--- src/rtl/uart_byte_rx.sv ---
// uart_byte_rx: 8N1 UART receiver that turns the serial line into a byte plus a valid or framing-error strobe.
module uart_byte_rx #(
  parameter int clk_mhz  = 50,
  parameter int baud_khz = 100
) (
  input  logic       clk,
  input  logic       rst,
  input  logic       data,
  output logic [7:0] rx_byte,
  output logic       rx_valid,
  output logic       frame_err,
  output logic       busy
);
  localparam int BIT  = 1000 * clk_mhz / baud_khz;
  localparam int HALF = BIT / 2;
  localparam int CW   = $clog2(BIT);
  localparam logic [CW-1:0] BIT_M1  = CW'(BIT - 1);
  localparam logic [CW-1:0] HALF_M1 = CW'(HALF - 1);
  typedef enum logic [1:0] {IDLE, START, DATA, STOP} state_t;
  state_t state, state_nx;
  logic [1:0] sync;
  logic line_s, data_pre, fall, sample;
  logic [CW-1:0] cnt;
  logic [2:0] idx;
  logic [7:0] sh;
  assign line_s = sync[1];
  assign fall   = !line_s && data_pre;
  assign sample = cnt == '0;
  assign busy   = state != IDLE;
  always_comb begin
    state_nx = IDLE;
    case (state)
      IDLE:  state_nx = fall ? START : IDLE;
      START: state_nx = sample ? (line_s ? IDLE : DATA) : START;
      DATA:  state_nx = (sample && idx == 3'd7) ? STOP : DATA;
      STOP:  state_nx = sample ? IDLE : STOP;
      default: state_nx = IDLE;
    endcase
  end
  always_ff @(posedge clk) begin
    if (rst) state <= IDLE;
    else     state <= state_nx;
  end
  // Datapath: the counter reloads at every sample point, so edges mid-frame never resync it.
  always_ff @(posedge clk) begin
    if (rst) begin
      sync      <= 2'b11;
      data_pre  <= 1'b1;
      cnt       <= '0;
      idx       <= '0;
      sh        <= '0;
      rx_byte   <= 8'h00;
      rx_valid  <= 1'b0;
      frame_err <= 1'b0;
    end else begin
      sync      <= {sync[0], data};
      data_pre  <= line_s;
      rx_valid  <= 1'b0;
      frame_err <= 1'b0;
      if (state == IDLE) begin
        cnt <= fall ? HALF_M1 : '0;
        idx <= '0;
      end else begin
        cnt <= sample ? BIT_M1 : cnt - 1'b1;
      end
      if (state == DATA && sample) begin
        sh  <= {line_s, sh[7:1]};
        idx <= idx + 3'd1;
      end
      if (state == STOP && sample) begin
        if (line_s) rx_byte <= sh;
        rx_valid  <= line_s;
        frame_err <= !line_s;
      end
    end
  end
endmodule

--- config.mk ---
export PLATFORM = sky130hd
export DESIGN_NAME = uart_byte_rx
export DESIGN_NICKNAME = d
export VERILOG_FILES = /design/src/rtl/uart_byte_rx.sv
export SDC_FILE = /design/constraint.sdc
export NUM_CORES = 1
export LEC_CHECK = 0
export CAP_MARGIN = 20
export CORE_AREA = 2 2 58 60
export CTS_CLUSTER_DIAMETER = 80
export CTS_CLUSTER_SIZE = 25
export DETAILED_ROUTE_END_ITERATION = 10
export DIE_AREA = 0 0 60 62
export GPL_TIMING_DRIVEN = 0
export HOLD_SLACK_MARGIN = 0.08
export PLACE_DENSITY = 0.63
export SYNTH_ARGS = -nofsm -noshare
export SYNTH_HDL_FRONTEND = slang
export SYNTH_SLANG_ARGS = --single-unit
--- constraint.sdc ---
create_clock -name clk -period 2 [get_ports clk]
set_clock_uncertainty 0.05 [all_clocks]
set_input_delay 0.2 -clock clk [delete_from_list [all_inputs] [get_ports clk]]
set_output_delay 0.2 -clock clk [all_outputs]
set_load 0.01 [all_outputs]
Yosys cells after proc, flatten, opt, wreduce, memory -nomap -nowiden
Index checks and enable logic that the tools add are counted.

word-level totals
  bits in writable memories = 0
  input port bits = 3
  output and inout port bits = 11
  memories = 0
  register bits after elaboration = 35
  word-level logic and storage cells = 38
  bits in read-only memories = 0
  latch bits = 0

operators by class
  equality and inequality tests = 4
  multiply operators = 0
  add/subtract/negate cells = 2
  div/mod/pow operators = 0
  reductions and logical operators = 11
  multiplexer cells = 11
  magnitude comparators = 0
  bitwise gates (word level) = 1
  shift-type cells = 0

operators by type and width
  operator                                           number
  2-to-1 mux 9 bit                                   2
  logical NOT 9 bit                                  1
  subtractor 9 x 1 -> 9 bit (second input constant)  1
  2-to-1 mux 8 bit                                   1
  case mux 2 bit (4 select lines)                    1
  2-to-1 mux 2 bit                                   3
  2-to-1 mux 3 bit                                   2
  == test 2 bit (second input constant)              2
  logical AND 1 bit                                  4
  nonzero test 2 bit                                 2
  adder 3 x 1 -> 3 bit (second input constant)       1
  == test 3 bit (second input constant)              1
  == test 2 x 1 -> 1 bit (second input constant)     1
  logical NOT 2 bit                                  1
  2-to-1 mux 1 bit                                   2
  AND reduction 2 bit                                1
  OR reduction 2 bit                                 1
  logical NOT 1 bit                                  1
  inverter 1 bit                                     1

Logic depth before layout (Yosys ltp)
  depth in word-level cells = 4
  gate-level depth with buffers = 7
  gate-level depth less buffers = 6

Least setup slack after synthesis
OpenSTA, ideal clock, no wires.

  kind = register to register
  start = reg cnt[0]
  end = reg idx[1]
  required time = 1.822 ns
  arrival time = 1.402 ns
  slack = 0.421 ns
  setup time = 0.128 ns
  cell stages (with the launch flop) = 8
  path buffers = 1
  clock period less this slack = 1.579 ns
  cell sequence = dfxtp_1 > inv_1 > ha_1 > nor4b_4 > nand4b_4 > buf_6 > mux2i_1 > nor2_1

between the ends
  longest elaborated chain between the ends = 3
  elaborated cells on any way between the ends = 4
  those cells by class = mux: 1; reduce/logical: 3

ends and longest elaborated chain
  what                                                    line  text
  from (decl)                                             23    logic [CW-1:0] cnt;
  from (signal assigned)                                  61    cnt <= fall ? HALF_M1 : '0;
  from (signal assigned)                                  64    cnt <= sample ? BIT_M1 : cnt - 1'b1;
  logical NOT 9 bit (*)                                   28    assign sample = cnt == '0;
  logical AND 1 bit (*)                                   66    if (state == DATA && sample) begin
  2-to-1 mux 3 bit or nonzero test 2 bit (tied branches)  --
  to (signal assigned)                                    68    idx <= idx + 3'd1;
  to (decl)                                               24    logic [2:0] idx;

Every way passes the cells marked *; elsewhere a longest branch is shown, timed or not.
A chain may end at the register's enable or synchronous reset.

Final worst setup path
  start = reg state[1]
  end = out busy

between the ends
  longest elaborated chain between the ends = 1

ends and longest elaborated chain
  what                    line  text
  from (decl)             20    state_t state, state_nx;
  from (signal assigned)  42    else state <= state_nx;
  nonzero test 2 bit      29    assign busy = state != IDLE;
  to (decl)               12    output logic busy

No other way between the ends.

==> summary.txt <==
CP arrival - 1.61 ns
Crit. End Element - output port
slew margin rel. - 69.3%
#FFs+latches synth - 35
Power Dens Cells - 749 mW/mm²
clk_lat worst skew - 0.33 ns
dominant cell by count in the synthesized netlist - dfxtp_1
worst vdd ir - 0.000563 V
Vias/cell - 4.74
Setup CP Type - reg2out
clk slew on worst S/H paths - 0.10 ns
hold path cells - 2
sequential share of the synthesized area - 49.9%
initial antenna violation count - 0
via count - 962
Overall Global Routing Usage - 14.3%
Post-Synth Adder-Cell Area - 2.67%
setup bufs post-CTS - 0
MaxCap Viol Count - 0
Synth Cell Area - 0.00141 mm²
top cell type's share of synthesized area - 49.9%
Area growth syn-to-layout - 16.5%
total placed cells including tap cells - 195
fill count - 304
Die Y - 62 µm
Core Area - 0.00318 mm²
Critical Path Start Type - flop
post-route clock period utilization - 93.2%
first-pass GRT wire length - 3.79 mm
Die X - 60 µm
main combinational cell family by area after synthesis - simple AND/OR/NAND/NOR gates
Final Critical Period - 1.86 ns
port bufs - 12
Top FF cell, synth - dfxtp_1
Syn Nets - 143
Sink Count - 35
Netlist cell types - 32
largest net degree at the start of global routing - 12
# diodes - 0
post-route ant nets - 0
Final Hold Fails - 0
Lkg Pwr - 0.781 nW
GRT overflow - 0
CTS H-tree depth - 2
Num CTS Buffers - 5
Critical path origin - state[1]$_SDFF_PP0_
Final Max Slew Viols - 0
# IOs - 14
YS warnings - 0
First DRT Iteration DRCs - 26
maximum root-to-sink buffer count - 2
post-route setup TNS - 0 ns
top post-synthesis cells by area - dfxtp_1, mux2i_1, nor2_1
CTS tree - done
simple-gate share of the synthesized area - 21.0%
Layout Cells excl Fill - 203
Post-route DRC - 0
clk root buf - clkbuf_4
worst r2r src - cnt[0]$_SDFF_PP0_
RD Place Congestion - 0.723
unrepaired setup endpoints after global routing - false
final setup fails - 0
Worst Hold Class - in2reg
# rows - 21
Max Clk Rate - 536 MHz
vias in the first global route - 802
async set-reset flop share out of synthesis - 0%
required time of the critical path - 1.75 ns
die area - 0.00372 mm²
Avg Inst Size Synth - 10.3 µm²
final wirelength - 2.26 mm
hold_buf cts - 0
worst hold margin - 0.191 ns
HPWL after DPL - 1.65 mm
top cell type by total area after synthesis - dfxtp_1
starting density of the core - 44.2%
Routed WL per cell - 11.1 µm
worst-margin pin slew - 0.460 ns
mux contribution to synthesized area - 13.5%
worst r2r path cells - 7
number of flops mapped to enable cells by yosys - 0
xor/xnor share of the synthesized area - 3.12%
Hold Startpoint - rst
status - complete, no violations
Syn Inst Count - 137
layout cells sized above 1 - 10.8%
cts repair resizes - 0
CP max FO - 7
Layout Nets - 162
Synth top cells by count - dfxtp_1, nor2_1, mux2i_1
Pre-antenna DRT Iters - 4
post-synthesis compound-gate area fraction - 6.50%
[per-layer routing]
layer / track usage, % / vias to the layer above / routed length, µm
li1: - / 504 / -
met1: 18.7 / 441 / 1110
met2: 20.2 / 14 / 1030
met3: 6.21 / 3 / 88
met4: 6.67 / 0 / 36
met5: 0 / - / 0
[through the flow]
stage | cell area [µm²] | setup WS [ns] | util [%] | power (mW)
5_1_grt | 1640 | 0.0104 | 51.5 | 1.31
3_5_place_dp | 1580 | 0.258 | 49.8 | 0.881
3_3_place_gp | 1580 | 0.283 | 49.8 | 0.877
6_report | 1640 | 0.135 | 51.5 | 1.23
2_1_floorplan | 1410 | 0.421 | - | 0.852
4_1_cts | 1640 | 0.105 | 51.5 | 1.25
[power breakdown]
part	switching (mW)	total, mW	internal [mW]
combinational	0.0720	0.132	0.0597
sequential	0.0197	0.732	0.712
clock	0.226	0.362	0.135
[state kept, by name (all words and copies together) (netlist names)]
name and count:
cnt 9, rx_byte 8, sh 8, idx 3
state 2, sync 2, data_pre 1, frame_err 1
rx_valid 1
[logic make-up after synthesis]
kind of cell / count (synthesis)
compound gates: 13
mux: 19
xor+xnor: 5
flops: 35
fa+ha+maj: 3
buf+inv: 10
simple gates: 52
[critical path: stages (launching register included)]
cell and delay, ns:
dfxtp_1 0.48, nor2_1 0.10, inv_1 0.14, clkdlybuf4s50_1 0.56
[worst paths after layout]
| kind | end | slack, ns |
|---|---|---|
| max | busy | 0.14 |
| min | state[0]$_SDFF_PP0_ | 0.19 |
| max reg2reg | sh[4]$_SDFFE_PP0P_ | 0.25 |
| min reg2reg | sync[1]$_SDFF_PP1_ | 0.37 |
[cell usage in the layout (no fill, tap or decap), types with 4 or more instances in the layout]
cell             count
clkbuf_1             5
clkbuf_4             5
clkdlybuf4s50_1     12
dfxtp_1             35
inv_1                4
mux2i_1             19
nand3_1              4
nor2_1              30
o21ai_0              4
[cell type report]
type,count,area (µm²),area share (%)
clock buffer,6,41.3,2.52
multi-input combinational,92,658,40.2
tap,46,57.6,3.52
sequential,35,701,42.8
buffer,6,31.3,1.91
timing repair buffer,12,120,7.34
clock inverter,2,12.5,0.765
inverter,4,15.0,0.917
(Power assumes the default switching activity.)
